$ cat config.mk
export PLATFORM = sky130hd
export DESIGN_NAME = nand_page_read_capture_flat
export DESIGN_NICKNAME = d
export VERILOG_FILES = /design/src/rtl/nand_page_read_capture_if.sv /design/src/rtl/nand_page_read_capture.sv /design/src/flat_wrapper.sv
export SDC_FILE = /design/constraint.sdc
export NUM_CORES = 1
export LEC_CHECK = 0
export CORE_AREA = 4 4 112 114
export DETAILED_ROUTE_END_ITERATION = 12
export DIE_AREA = 0 0 116 118
export PLACE_DENSITY = 0.8
export SYNTH_ARGS = -nofsm -noshare
export SYNTH_HDL_FRONTEND = slang
export SYNTH_SLANG_ARGS = --single-unit
$ cat constraint.sdc
create_clock -name clk -period 2.7 [get_ports clk]
set_input_delay 0.405 -clock clk [delete_from_list [all_inputs] [get_ports clk]]
set_output_delay 0.405 -clock clk [all_outputs]
set_load 0.01 [all_outputs]
$ cat src/rtl/nand_page_read_capture_if.sv
// Handshake/bus bundle for nand_page_read_capture.
// master = requester/host side, slave = the capture block.
// Optional checksum signals exist only when NAND_READ_CHECKSUM_EN is defined.
interface nand_page_read_capture_if #(
    parameter int CNT_W = 12
);
    logic             start;
    logic [CNT_W-1:0] byte_count;
    logic             abort;
    logic             nand_rb_n;
    logic [7:0]       nand_io_in;
    logic             nand_ce_n;
    logic             nand_re_n;
    logic [7:0]       out_data;
    logic             out_valid;
    logic             out_ready;
    logic             busy;
    logic             done;
    logic             err_timeout;
`ifdef NAND_READ_CHECKSUM_EN
    logic [15:0]      checksum;
    logic [7:0]       checksum_xor;

    modport master (
        output start, byte_count, abort, nand_rb_n, nand_io_in, out_ready,
        input  nand_ce_n, nand_re_n, out_data, out_valid, busy, done, err_timeout,
               checksum, checksum_xor
    );
    modport slave (
        input  start, byte_count, abort, nand_rb_n, nand_io_in, out_ready,
        output nand_ce_n, nand_re_n, out_data, out_valid, busy, done, err_timeout,
               checksum, checksum_xor
    );
`else
    modport master (
        output start, byte_count, abort, nand_rb_n, nand_io_in, out_ready,
        input  nand_ce_n, nand_re_n, out_data, out_valid, busy, done, err_timeout
    );
    modport slave (
        input  start, byte_count, abort, nand_rb_n, nand_io_in, out_ready,
        output nand_ce_n, nand_re_n, out_data, out_valid, busy, done, err_timeout
    );
`endif
endinterface

$ cat src/rtl/nand_page_read_capture.sv
// NAND page read data capture: waits out tR on R/B#, strobes RE# per byte,
// captures IOX into a first-word-fall-through FIFO and streams it out on
// valid/ready. Optional macro NAND_READ_CHECKSUM_EN adds a running 16-bit
// sum and 8-bit XOR of the bytes captured in the current transfer.
module nand_page_read_capture #(
    parameter int FIFO_DEPTH  = 8,
    parameter int CNT_W       = 12,
    parameter int RE_LOW_CYC  = 2,
    parameter int RE_HIGH_CYC = 2,
    parameter int TWB_CYC     = 4,
    parameter int TIMEOUT_CYC = 4096
) (
    input logic                   clk,
    input logic                   rst,
    nand_page_read_capture_if.slave bus
);
    localparam int PTR_W   = $clog2(FIFO_DEPTH);
    localparam int MAX_A   = (TIMEOUT_CYC > TWB_CYC) ? TIMEOUT_CYC : TWB_CYC;
    localparam int MAX_B   = (RE_LOW_CYC > RE_HIGH_CYC) ? RE_LOW_CYC : RE_HIGH_CYC;
    localparam int TMR_MAX = (MAX_A > MAX_B) ? MAX_A : MAX_B;
    localparam int TMR_W   = $clog2(TMR_MAX + 1);

    localparam logic [TMR_W-1:0] TWB_LAST  = TMR_W'(TWB_CYC - 1);
    localparam logic [TMR_W-1:0] TMO_LAST  = TMR_W'(TIMEOUT_CYC - 1);
    localparam logic [TMR_W-1:0] LOW_LAST  = TMR_W'(RE_LOW_CYC - 1);
    localparam logic [TMR_W-1:0] HIGH_LAST = TMR_W'(RE_HIGH_CYC - 1);
    localparam logic [PTR_W:0]   DEPTH_C   = (PTR_W + 1)'(FIFO_DEPTH);

    typedef enum logic [2:0] {
        S_IDLE,
        S_WAIT_BUSY,
        S_WAIT_READY,
        S_RE_LOW,
        S_RE_HIGH,
        S_DONE,
        S_ERROR
    } state_t;

    state_t           state, state_nxt;
    logic [TMR_W-1:0] tmr, tmr_nxt;
    logic [CNT_W-1:0] remaining;
    logic             rb_meta, rb_sync;
    logic             accept, push, pop;
    logic             busy_nxt;

    logic [7:0]       mem [FIFO_DEPTH];
    logic [PTR_W-1:0] wr_ptr, rd_ptr;
    logic [PTR_W:0]   count;
    logic             fifo_space;
    logic             out_valid_w;

    logic             ce_n_q, re_n_q, busy_q, done_q, err_q;

    assign fifo_space  = (count != DEPTH_C);
    assign out_valid_w = (count != '0);
    assign pop         = out_valid_w & bus.out_ready;

    assign bus.out_valid   = out_valid_w;
    assign bus.out_data    = mem[rd_ptr];
    assign bus.nand_ce_n   = ce_n_q;
    assign bus.nand_re_n   = re_n_q;
    assign bus.busy        = busy_q;
    assign bus.done        = done_q;
    assign bus.err_timeout = err_q;

    // Two-flop synchroniser for the asynchronous R/B# pin; idles "ready".
    always_ff @(posedge clk or negedge rst) begin
        if (!rst) begin
            rb_meta <= 1'b1;
            rb_sync <= 1'b1;
        end else begin
            rb_meta <= bus.nand_rb_n;
            rb_sync <= rb_meta;
        end
    end

    // State and phase-timer registers.
    always_ff @(posedge clk or negedge rst) begin
        if (!rst) begin
            state <= S_IDLE;
            tmr   <= '0;
        end else begin
            state <= state_nxt;
            tmr   <= tmr_nxt;
        end
    end

    // Next-state logic; one shared timer measures every timed phase.
    always_comb begin
        state_nxt = state;
        tmr_nxt   = tmr + TMR_W'(1);
        accept    = 1'b0;
        push      = 1'b0;
        case (state)
            S_IDLE: begin
                tmr_nxt = '0;
                if (bus.start) begin
                    accept    = 1'b1;
                    state_nxt = (bus.byte_count == '0) ? S_DONE : S_WAIT_BUSY;
                end
            end
            S_WAIT_BUSY: begin
                // The device may have gone busy and back before we notice; cap the wait.
                if (!rb_sync || tmr == TWB_LAST) begin
                    state_nxt = S_WAIT_READY;
                    tmr_nxt   = '0;
                end
            end
            S_WAIT_READY: begin
                if (rb_sync) begin
                    tmr_nxt = '0;
                    if (fifo_space) state_nxt = S_RE_LOW;
                end else if (tmr == TMO_LAST) begin
                    state_nxt = S_ERROR;
                end
            end
            S_RE_LOW: begin
                // Sample on the edge that ends the low phase, while RE# is still low.
                if (tmr == LOW_LAST) begin
                    push      = 1'b1;
                    state_nxt = S_RE_HIGH;
                    tmr_nxt   = '0;
                end
            end
            S_RE_HIGH: begin
                // Timer parks at the last count while stalled on a full FIFO.
                if (tmr >= HIGH_LAST) begin
                    tmr_nxt = tmr;
                    if (remaining == '0) begin
                        state_nxt = S_DONE;
                        tmr_nxt   = '0;
                    end else if (fifo_space) begin
                        state_nxt = S_RE_LOW;
                        tmr_nxt   = '0;
                    end
                end
            end
            S_DONE, S_ERROR: begin
                state_nxt = S_IDLE;
                tmr_nxt   = '0;
            end
            default: begin
                state_nxt = S_IDLE;
                tmr_nxt   = '0;
            end
        endcase
        if (bus.abort) begin
            state_nxt = S_IDLE;
            tmr_nxt   = '0;
            accept    = 1'b0;
            push      = 1'b0;
        end
    end

    assign busy_nxt = (state_nxt == S_WAIT_BUSY) || (state_nxt == S_WAIT_READY) ||
                      (state_nxt == S_RE_LOW)    || (state_nxt == S_RE_HIGH);

    // Pin and status outputs registered from the next state so they are glitch-free.
    always_ff @(posedge clk or negedge rst) begin
        if (!rst) begin
            ce_n_q <= 1'b1;
            re_n_q <= 1'b1;
            busy_q <= 1'b0;
            done_q <= 1'b0;
            err_q  <= 1'b0;
        end else begin
            ce_n_q <= ~busy_nxt;
            re_n_q <= (state_nxt != S_RE_LOW);
            busy_q <= busy_nxt;
            done_q <= (state_nxt == S_DONE);
            if (accept)                    err_q <= 1'b0;
            else if (state_nxt == S_ERROR) err_q <= 1'b1;
        end
    end

    // Bytes still to be strobed out of the device.
    always_ff @(posedge clk or negedge rst) begin
        if (!rst)        remaining <= '0;
        else if (accept) remaining <= bus.byte_count;
        else if (push)   remaining <= remaining - CNT_W'(1);
    end

    // Capture FIFO; abort flushes it, data array keeps stale bytes behind out_valid=0.
    always_ff @(posedge clk or negedge rst) begin
        if (!rst) begin
            wr_ptr <= '0;
            rd_ptr <= '0;
            count  <= '0;
            for (int i = 0; i < FIFO_DEPTH; i++) mem[i] <= '0;
        end else if (bus.abort) begin
            wr_ptr <= '0;
            rd_ptr <= '0;
            count  <= '0;
        end else begin
            if (push) begin
                mem[wr_ptr] <= bus.nand_io_in;
                wr_ptr      <= wr_ptr + PTR_W'(1);
            end
            if (pop) rd_ptr <= rd_ptr + PTR_W'(1);
            case ({push, pop})
                2'b10:   count <= count + (PTR_W + 1)'(1);
                2'b01:   count <= count - (PTR_W + 1)'(1);
                default: count <= count;
            endcase
        end
    end

`ifdef NAND_READ_CHECKSUM_EN
    logic [15:0] sum_q;
    logic [7:0]  xor_q;

    assign bus.checksum     = sum_q;
    assign bus.checksum_xor = xor_q;

    // Running sum/XOR of bytes captured since the last accepted start.
    always_ff @(posedge clk or negedge rst) begin
        if (!rst) begin
            sum_q <= '0;
            xor_q <= '0;
        end else if (accept) begin
            sum_q <= '0;
            xor_q <= '0;
        end else if (push) begin
            sum_q <= sum_q + {8'h00, bus.nand_io_in};
            xor_q <= xor_q ^ bus.nand_io_in;
        end
    end
`endif

endmodule
$ cat src/flat_wrapper.sv
// flat-port wrapper written by rule: the top's interface ports become plain ports
module nand_page_read_capture_flat 
#(
    parameter int FIFO_DEPTH  = 8,
    parameter int CNT_W       = 12,
    parameter int RE_LOW_CYC  = 2,
    parameter int RE_HIGH_CYC = 2,
    parameter int TWB_CYC     = 4,
    parameter int TIMEOUT_CYC = 4096
)
  (clk, rst, bus_start, bus_byte_count, bus_abort, bus_nand_rb_n, bus_nand_io_in, bus_out_ready, bus_nand_ce_n, bus_nand_re_n, bus_out_data, bus_out_valid, bus_busy, bus_done, bus_err_timeout);
  nand_page_read_capture_if #(.CNT_W(CNT_W)) bus_i ();
  input logic clk;
  input logic rst;
  input wire logic [$bits(bus_i.start)-1:0] bus_start;
  input wire logic [$bits(bus_i.byte_count)-1:0] bus_byte_count;
  input wire logic [$bits(bus_i.abort)-1:0] bus_abort;
  input wire logic [$bits(bus_i.nand_rb_n)-1:0] bus_nand_rb_n;
  input wire logic [$bits(bus_i.nand_io_in)-1:0] bus_nand_io_in;
  input wire logic [$bits(bus_i.out_ready)-1:0] bus_out_ready;
  output wire logic [$bits(bus_i.nand_ce_n)-1:0] bus_nand_ce_n;
  output wire logic [$bits(bus_i.nand_re_n)-1:0] bus_nand_re_n;
  output wire logic [$bits(bus_i.out_data)-1:0] bus_out_data;
  output wire logic [$bits(bus_i.out_valid)-1:0] bus_out_valid;
  output wire logic [$bits(bus_i.busy)-1:0] bus_busy;
  output wire logic [$bits(bus_i.done)-1:0] bus_done;
  output wire logic [$bits(bus_i.err_timeout)-1:0] bus_err_timeout;
  assign bus_i.start = bus_start;
  assign bus_i.byte_count = bus_byte_count;
  assign bus_i.abort = bus_abort;
  assign bus_i.nand_rb_n = bus_nand_rb_n;
  assign bus_i.nand_io_in = bus_nand_io_in;
  assign bus_i.out_ready = bus_out_ready;
  assign bus_nand_ce_n = bus_i.nand_ce_n;
  assign bus_nand_re_n = bus_i.nand_re_n;
  assign bus_out_data = bus_i.out_data;
  assign bus_out_valid = bus_i.out_valid;
  assign bus_busy = bus_i.busy;
  assign bus_done = bus_i.done;
  assign bus_err_timeout = bus_i.err_timeout;
  nand_page_read_capture #(.FIFO_DEPTH(FIFO_DEPTH), .CNT_W(CNT_W), .RE_LOW_CYC(RE_LOW_CYC), .RE_HIGH_CYC(RE_HIGH_CYC), .TWB_CYC(TWB_CYC), .TIMEOUT_CYC(TIMEOUT_CYC)) u_core (.clk(clk), .rst(rst), .bus(bus_i));
endmodule
== Word-level counts from Yosys, hierarchy flattened ==
Index checks and enable logic that the tools add are counted.
Operators by class
  reductions and logical operators: 16
  eq/ne operators: 18
  bitwise gates (word level): 5
  mux-type cells: 41
  order comparisons: 4
  $add $sub $neg: 6
Operators with widths (number)
  $mux W13: 7
  $bwmux W64: 1
  $pmux W13 S4: 1
  $mux W3: 14
  $bmux W8 S3: 1
  $demux W8 S3: 1
  $logic_not A12 Y1: 2
  $mux W12: 2
  $mux W8: 3
  $pmux W3 S5: 1
  $add A13 B1 Y13 const B: 1
  $eq A13 B1 Y1 const B: 1
  $eq A13 B12 Y1 const B: 1
  $eq A13 B2 Y1 const B: 1
  $ge A13 B1 Y1 const B: 1
  $eq A3 B2 Y1 const B: 4
  $eq A3 B3 Y1 const B: 4
  $sub A12 B1 Y12 const B: 1
  $ge A4 B4 Y1 const B: 2
  $mux W1: 8
  $not A3 Y4: 2
  $pmux W4 S2: 1
  $reduce_bool A2 Y1: 4
  $add A3 B1 Y3 const B: 2
  other kinds (19): 24
Word-level totals
  word-level logic and storage cells: 111
  input port bits: 26
  bits in registers: 109

== Depth between registers and ports, before layout ==
Gate-level depths: netlist of run 1.
  depth after elaboration: 11
  depth in mapped cells: 14
  depth with buffers taken out: 11

== Least setup slack after synthesis of run 1 ==
Ideal clock, no wire load.
  kind: register to register
  start point: reg u_core.tmr[6]
  end point: reg u_core.count[3]
  slack: -27 ps
  setup time: 132 ps
  arrival: 2595 ps
  data required time: 2568 ps
  cell stages (with the launch flop): 14
  cells stage by stage: dfrtp_1 -> nor4_2 -> and4_1 -> buf_6 -> nand3_4 -> buf_2 -> nand2_1 -> inv_1 -> ha_1 -> a21o_1 -> a21oi_1 -> mux2i_1 -> xnor2_1 -> nor2_1
Between the ends
  cells in the longest elaborated chain, start to end: 7
  elaborated cells on any way between the ends: 9
Ends and longest elaborated chain
  from (decl): line nand_page_read_capture.sv:40  | logic [TMR_W-1:0] tmr, tmr_nxt;
  from (signal assigned): line nand_page_read_capture.sv:84  | tmr <= tmr_nxt;
  $eq A13 B1 Y1 *: line nand_page_read_capture.sv:119  | if (tmr == LOW_LAST) begin
  $mux W1 *: line nand_page_read_capture.sv:119
  $mux W1 *: line nand_page_read_capture.sv:94  | case (state)
  $mux W1 *: line nand_page_read_capture.sv:147  | if (bus.abort) begin
  $eq A2 B1 Y1 / $eq A2 B2 Y1 (equally long branches): line nand_page_read_capture.sv:200  | case ({push, pop})
  $pmux W4 S2: line nand_page_read_capture.sv:200
  $mux W4: line nand_page_read_capture.sv:190  | end else if (bus.abort) begin
  to (signal assigned): line nand_page_read_capture.sv:201  | 2'b10: count <= count + (PTR_W + 1)'(1);
  to (signal assigned): line nand_page_read_capture.sv:202  | 2'b01: count <= count - (PTR_W + 1)'(1);
  to (signal assigned): line nand_page_read_capture.sv:203  | default: count <= count;
  to (decl): line nand_page_read_capture.sv:48  | logic [PTR_W:0] count;
Every way passes the cells marked *; elsewhere a longest branch is shown, timed or not.
A chain may end at the register's enable or synchronous reset.

== Worst setup path in the final report of run 1 ==
  start point: reg u_core.rd_ptr[0]
  end point: out bus_out_data[2]
Between the ends
  cells in the longest elaborated chain, start to end: 4
Ends and longest elaborated chain
  from (decl): line nand_page_read_capture.sv:47  | logic [PTR_W-1:0] wr_ptr, rd_ptr;
  from (signal assigned): line nand_page_read_capture.sv:199  | if (pop) rd_ptr <= rd_ptr + PTR_W'(1);
  $not A3 Y4 (implied by the code): line nand_page_read_capture.sv:59  | assign bus.out_data = mem[rd_ptr];
  $bmux W8 S3: line nand_page_read_capture.sv:59
  $mux W8 (implied by the code) (2 in series): line nand_page_read_capture.sv:59
  to (decl): line flat_wrapper.sv:23  | output wire logic [$bits(bus_i.out_data)-1:0] bus_out_data;
Every way passes these cells. The select of a mux whose other input is x is not followed.

==> results of run 1 <==
==> power by group through the flow <==
stage               Sequential [W]  Combinational [W]  Clock [W]
finish                     0.00184           0.000927    0.00139
global route               0.00185            0.00103    0.00149
CTS                        0.00182           0.000909    0.00142
detailed placement         0.00186           0.000901          0
global placement           0.00185           0.000864          0
floorplan                  0.00182           0.000569          0
==> per-stage QoR <==
stage                     total power, W  hold slack (ps)  instance area, sq um
after CTS                        0.00415             73.3                  6680
after floorplan                  0.00239              109                  5670
after detailed placement         0.00276              349                  6370
final                            0.00415             53.1                  6730
after global placement           0.00271              348                  6370
after global routing             0.00437             97.2                  6730
==> worst paths after layout <==
kind | end | depth (start not counted) | slack [ps]
max | bus_out_data[2] | 4 | 70
min | u_core.mem[30] | 1 | 50
max reg2reg | u_core.count[3] | 10 | 140
min reg2reg | u_core.rb_sync | 0 | 360
max in group asynchronous | u_core.mem[28] | 2 | 1880
min in group clk | u_core.rb_sync | 0 | 360
==> critical path, stage by stage, from the launching register on <==
cell             delay [ps]
dfrtp_2                 440
clkbuf_16               190
mux4_2                  490
mux2_2                  270
clkdlybuf4s50_1         480
==> logic make-up after synthesis <==
family	synth area share, %
fa+ha+maj	2.12
flops	48.3
simple gates	15.6
mux	21.6
xor+xnor	2.01
compound gates	7.63
buf+inv	2.76
==> cells in the final DEF, fill, tap and decap left out, types with 5 or more instances in the layout <==
master / instances
clkdlybuf4s50_1: 36
a31oi_1: 9
nor3_1: 8
dfrtp_1: 104
mux2_2: 72
a21oi_1: 13
nand3_1: 7
nor2_1: 38
nor4_1: 7
nand2_1: 31
xnor2_1: 9
clkbuf_16: 10
o21ai_0: 10
ha_1: 8
nand4_1: 8
buf_4: 27
or3_1: 5
mux4_2: 16
inv_1: 9
==> metal layers <==
layer | vias up | share of wire, %
li1 | 1833 | -
met4 | 0 | 0.95
met3 | 10 | 3.6
met1 | 1989 | 42
met2 | 62 | 53
met5 | - | 0
==> flip-flops by register name, indices dropped and copies added, names as in the netlist <==
register,flops
u_core.rb_meta,1
u_core.bus.nand_ce_n,1
u_core.bus.done,1
u_core.remaining,12
u_core.bus.err_timeout,1
u_core.bus.nand_re_n,1
u_core.mem,64
u_core.tmr,13
u_core.state,3
u_core.bus.busy,1
u_core.wr_ptr,3
u_core.rd_ptr,3
u_core.rb_sync,1
u_core.count,4
==> what timing repair did <==
action                     in CTS  in global routing
setup endpoints to repair       0                 11
resized for setup               0                  6
setup buffers                   0                  1
hold buffers                    0                  0
==> layout make-up <==
type                            count  area (sq um)
Inverter                            9          33.8
Sequential cell                   109          2730
Multi-Input combinational cell    324          2780
Clock inverter                      5          61.3
Fill cell                         911          4690
Clock buffer                       11           253
Timing Repair Buffer               70           684
Tap cell                          143           179
==> impl_summary.md, run 1 <==
Outcome
The run finished with clean final reports.

Timing
Setup repair after global routing left no endpoint under its margin. The total count of hold-check failures in the final report is 0. The number of pins exceeding their max-slew limit in the final report is 0. The smallest clock period supported by the final layout is computed as 2630 ps. The worst path uses 97.5% of the clock period. Setup violations remaining at the end of the flow were counted as 0. Based on the critical path, the design can be clocked at up to 380 MHz. For the pin with the worst max-slew slack, the measured transition is 602 ps.

The worst-case clock skew is 12.7 ps. The worst setup slack after layout is 66.6 ps. The worst pin sits at a relative slew slack of ~60%. The sum of negative setup slack is 0 ps.

Floorplan
From left edge to right edge, the die measures 116 um. The die covers 13700 sq um. Once the floorplan was initialized, standard cells occupied roughly 50% of the core.

The count of pins on the block boundary is 40. The vertical die dimension is about 120 um. The core region is between 10000 and 15000 sq um. The total number of placement rows is 39.

Pwr
VDD sags by at most 0.478 mV. The internal power consumption is 0.00297 W. The switching power total is approximately 0.0012 W. In this run switching power makes up 28.4% of total power. In this run the static leakage power is slightly above 3 nW. The power density over the cells is 617 nW/um^2. Of the total power, the clock network draws around a third. Sequential cells account for 44.2% of the total power. Combinational cells account for 22.3% of the total power.

Setup path
STA classifies the critical path endpoint as an output port. In this run the worst setup path begins at u_core.rd_ptr[0]. The critical path launch point type is a flop. Data on the critical path arrives at its endpoint at 2230 ps. At the worst endpoint, the required time is 2300 ps. The category of the most critical setup path is reg2out. Of all nets on the critical path, the largest fanout is 7.

In this run the critical register-to-register path is launched from u_core.count[1].

Synth
Of the post-synthesis cell area, the dominant cell type holds 46.4%. The sequential element share of the synthesized area is 48.3%. After synthesis the netlist holds a flip-flop and latch count of 109. Summed over all instances, the cell type with the most area after synthesis is dfrtp_1.

Among all flip-flop cells after synthesis, the most frequent one is dfrtp_1. Sorting the synthesized cells by area gives the leading types as dfrtp_1, mux2_2, mux4_2. In the synthesized netlist, the cells that appear most often are dfrtp_1, mux2_2, nor2_1.

The net count of the mapped netlist is 500. The synthesized area is 5660 sq um. The proportion of register bits with asynchronous set or reset after synthesis is 100%. Yosys mapped the design onto 64 distinct sky130hd cell types. Yosys printed 0 warnings. By instance count, the leading cell after synthesis is dfrtp_1.

Synthesis produced a netlist whose cell count is around 470. The count of flip-flops with a built-in enable after synthesis is 0. The post-synthesis area per instance is 12.2 sq um.

Clocking
The clock root buffer is clkbuf_16. No sink is reached through more buffers than the 2 on the longest clock path. At the later pin of the worst-skew pair, clock insertion delay measures 350 ps. The H-tree was split into 3 levels.

The clock-pin slew reported for the worst setup and hold paths after clock tree synthesis is 70 ps. Clock tree synthesis inserted a total of 9 buffers. CTS saw 109 sinks.

The CTS tree is done.

Global routing
The met1 track demand over resource is 23.8%. The layer with the highest usage is met2. The met3 track utilization from global routing is 3.75%.

The number of global-route vias before repair came to 4115. The all-layer global routing usage is 18.9%. The number of antenna violations at the first check in global routing is 0. The global-route wire length before repair is 20800 um. After global routing the overflow that remains totals 0.

Entering global routing, the biggest net connects 46 pins. The met2 demand-to-capacity share in global routing is about a third.

Place
Timing analysis after detailed placement gives a worst setup slack of between 100 and 150 ps. The detailed-placement wirelength estimate is 8530 um. Input and output buffers added on the ports amount to 39. Routability-driven placement finished with a final weighted congestion of 0.907. Counting tap cells, the placed design contains a total of 653 instances.

Cells and area
The fraction of layout instances using a drive strength above 1 is between 30% and 40%. The net count of the finished layout is 558. 0 antenna diodes ended up in the layout.

The relative area change from synthesis to final layout is 18.9%. The finished layout holds between 600 and 700 standard cells, fillers aside. The fraction of the core area covered by cells at the end of the flow is 58.9%.

Flow run
Across the run, the number of max-cap violations was 0.

Route
Using the TritonRoute via totals, the vias-per-cell ratio works out to ~5.8. The wire length per cell after detailed routing is approximately 18 um. The post-route DRC violation count is 0. The number of antenna-violating nets in the routed design is 0.

Summing over every cut layer, the via total after detailed routing is a little under 4000. The first TritonRoute pass finished after 4 iterations. Summed over all layers, the routed wires come to 12400 um. The number of DRC markers in iteration 0 is 243.

Hold path
The tightest min-delay check is of the in2async type.
Power figures use the tool's default switching activity.
==> run 2: changes to the inputs <==
SLEW_MARGIN = 25   (was not set)
==> results of run 2 <==
Final layout, timing and power as in run 1 (identical DEF).
==> run 3: changes to the inputs <==
CORE_AREA = 2 2 110 112   (was 4 4 112 114)
DIE_AREA = 0 0 112 114   (was 0 0 116 118)
==> run 3 against run 2 <==
Combinational power is 2.7% lower. Clock-buffer cell count did not move. First-iteration DRC count down 16%. Final area fell by 1.2%. Clock skew is 3.9 ps lower. Setup slack is essentially flat.
==> impl_summary.md, run 3 (same netlist as run 1, synthesis figures left out) <==
Outcome
The flow ran to the end, and the final reports show no timing, DRC or antenna violations.

Cells and area
The commonest non-fill, non-tap cell in the layout is dfrtp_1. The largest registers in the layout are u_core.mem: 64 flops, u_core.tmr: 13 flops, u_core.remaining: 12 flops. The register name with the most flops is u_core.mem. The library cells used most frequently in the layout, excluding fill and tap cells, are dfrtp_1, mux2_2, nor2_1, clkdlybuf4s50_1, nand2_1.

Relative to the synthesized area, the layout overhead comes to 17.4%. Measured on the finished design, the core utilization comes to 56.7%. In the final layout, the share of cells above drive strength 1 is 30.3%. The number of flip-flops under the largest register name is 64. After routing the design area is around 6600 sq um.

For this run, the post-layout net count is 555. The count of antenna diodes in the layout is 0.

Pwr
The design draws 0.00397 W. The leakage power summed over all cells is 2.94 nW. The worst-case IR drop observed on VDD is about 0.45 mV.

The power density over the cells is 598 nW/um^2.

Place
After detailed placement, the total cell area comes to 6360 sq um. Input and output buffers added on the ports amount to 39. Detailed placement finished with a half-perimeter wire length of 8480 um. The final RePlAce weighted congestion is approximately 0.91.

Route
The wire length per cell after detailed routing is 18.2 um. The routed layout has 3989 vias. The count of nets left with antenna violations once routing finished came out at 0. The routed via count divided by cell count is roughly 6.

The post-route DRC violation count is 0. Before antenna repair, the detailed router went through 4 iterations. The number of DRC markers in iteration 0 is 204. The total routed wirelength is around 12000 um.

Timing
In the final timing run, aggregate negative setup slack is 0 ps. The number of pins exceeding their max-slew limit in the final report came to 0. The transition time of the tightest slew-check pin is 594 ps. Setup repair after global routing left no endpoint under its margin. The shortest clock period the worst path allows after layout is 2630 ps.

The worst path uses a little over nine tenths of the clock period. Headroom to the max-slew limit came out at between 60% and 70%. Setup violations remaining at the end of the flow were counted as 0. Between clock sinks in the finished design, the worst skew comes to between 8 and 9 ps.

The total count of hold-check failures in the final report is 0. The worst-case hold slack is about 44 ps. Based on the critical path, the design can be clocked at up to 380 MHz.

Setup path
The maximum fanout along the worst path is 14. The signal on the critical path passes through buf_12 > mux4_2 > mux2_2 > clkdlybuf4s50_1. Data on the critical path arrives at its endpoint at around 2200 ps. On the worst path, the slowest cell contributes a delay of 520 ps.

Counting both buffers and inverters, the worst setup path holds a total of 2. The endpoint kind of the worst setup timing path is an output port. The cell family with the largest share of critical-path delay is multiplexers.

The slowest cell on the critical path is mux4_2. The worst path required time is 2300 ps. The category of the most critical setup path is reg2out. The critical path launch point type is a flop.

Floorplan
The chip width is approximately 110 um. The area of the placeable core is 11700 sq um. Once the floorplan was initialized, standard cells occupied 48.3% of the core. The total number of placement rows is 40.

Pin placement for this block handled 40 I/O pins. The vertical die dimension is 114 um. The die area is 12800 sq um.

Clocking
TritonCTS created 9 clock buffers. The clock-pin slew reported for the worst setup and hold paths after clock tree synthesis is 70 ps. The clock root buffer is clkbuf_16. The H-tree depth is 3. The clock net in this run drives a total of 109 sinks. The count of buffers added by post-CTS timing repair for setup is 0. For the worst-skew pair, the clock arrives at the later sink with an insertion delay of about 350 ps. The clock tree buffer depth is 2.

The number of gates resized after CTS is 0. TritonCTS built the clock tree. The hold buffer count at CTS is 0.

Global routing
The number of antenna violations at the first check in global routing came to 0. The largest net degree at the start of global routing is 47. The number of global-route vias before repair was 4150. Global routing used 20.4% of the available tracks. Global routing finished with a remaining overflow of 0. The global-route wire length before repair is 20700 um.

Flow run
Max-cap violations in this run came to 0.

Hold path
The type of the worst min-delay path is in2async.
[run 3: worst register-to-register path, stage by stage (launching register included)]
cell and delay [ps]:
dfrtp_1 460, nor4_4 350, and4_4 300, nand3_4 80, nand2_1 110, inv_1 70
ha_1 280, a21o_1 170, a21oi_1 170, mux2i_1 250, xnor2_1 150, nor2_1 60
[run 3: final timing paths]
path / slack [ps] / depth (start not counted) / start / to
max in group asynchronous: 1930 / 2 / rst / u_core.mem[34]
min in group clk: 360 / 0 / u_core.rb_meta / u_core.rb_sync
worst min-delay path: 40 / 1 / rst / u_core.mem[17]
worst max-delay path: 70 / 4 / u_core.rd_ptr[0] / bus_out_data[3]
worst min register to register: 360 / 0 / u_core.rb_meta / u_core.rb_sync
worst max register to register: 130 / 11 / u_core.tmr[7] / u_core.count[3]
[run 3: where the power goes]
| group | internal (W) | switching [W] |
|---|---|---|
| registers | 0.00172 | 0.000104 |
| clock network | 0.000652 | 0.000593 |
| logic | 0.000451 | 0.000450 |
[run 3: layer usage]
| metal | track usage (%) | up-vias | share of wire [%] |
|---|---|---|---|
| met3 | 3.93 | 27 | 3.6 |
| met2 | 34.7 | 116 | 51 |
| met4 | 5.77 | 0 | 1.8 |
| met1 | 26.9 | 2037 | 44 |
| li1 | - | 1809 | - |
| met5 | 0 | - | 0 |
[run 3: layout make-up]
cell class | instances | area (sq um)
Fill cell | 959 | 5070
Clock buffer | 11 | 243
Clock inverter | 4 | 30.0
Tap cell | 147 | 184
Inverter | 9 | 33.8
Multi-Input combinational cell | 324 | 2780
Timing Repair Buffer | 67 | 636
Sequential cell | 109 | 2740
[run 3: through the flow]
stage	setup slack (ps)	cells
floorplan	8.46	465
global placement	196	656
detailed placement	78.9	656
CTS	57.8	671
global route	2.25	671
finish	66.2	671
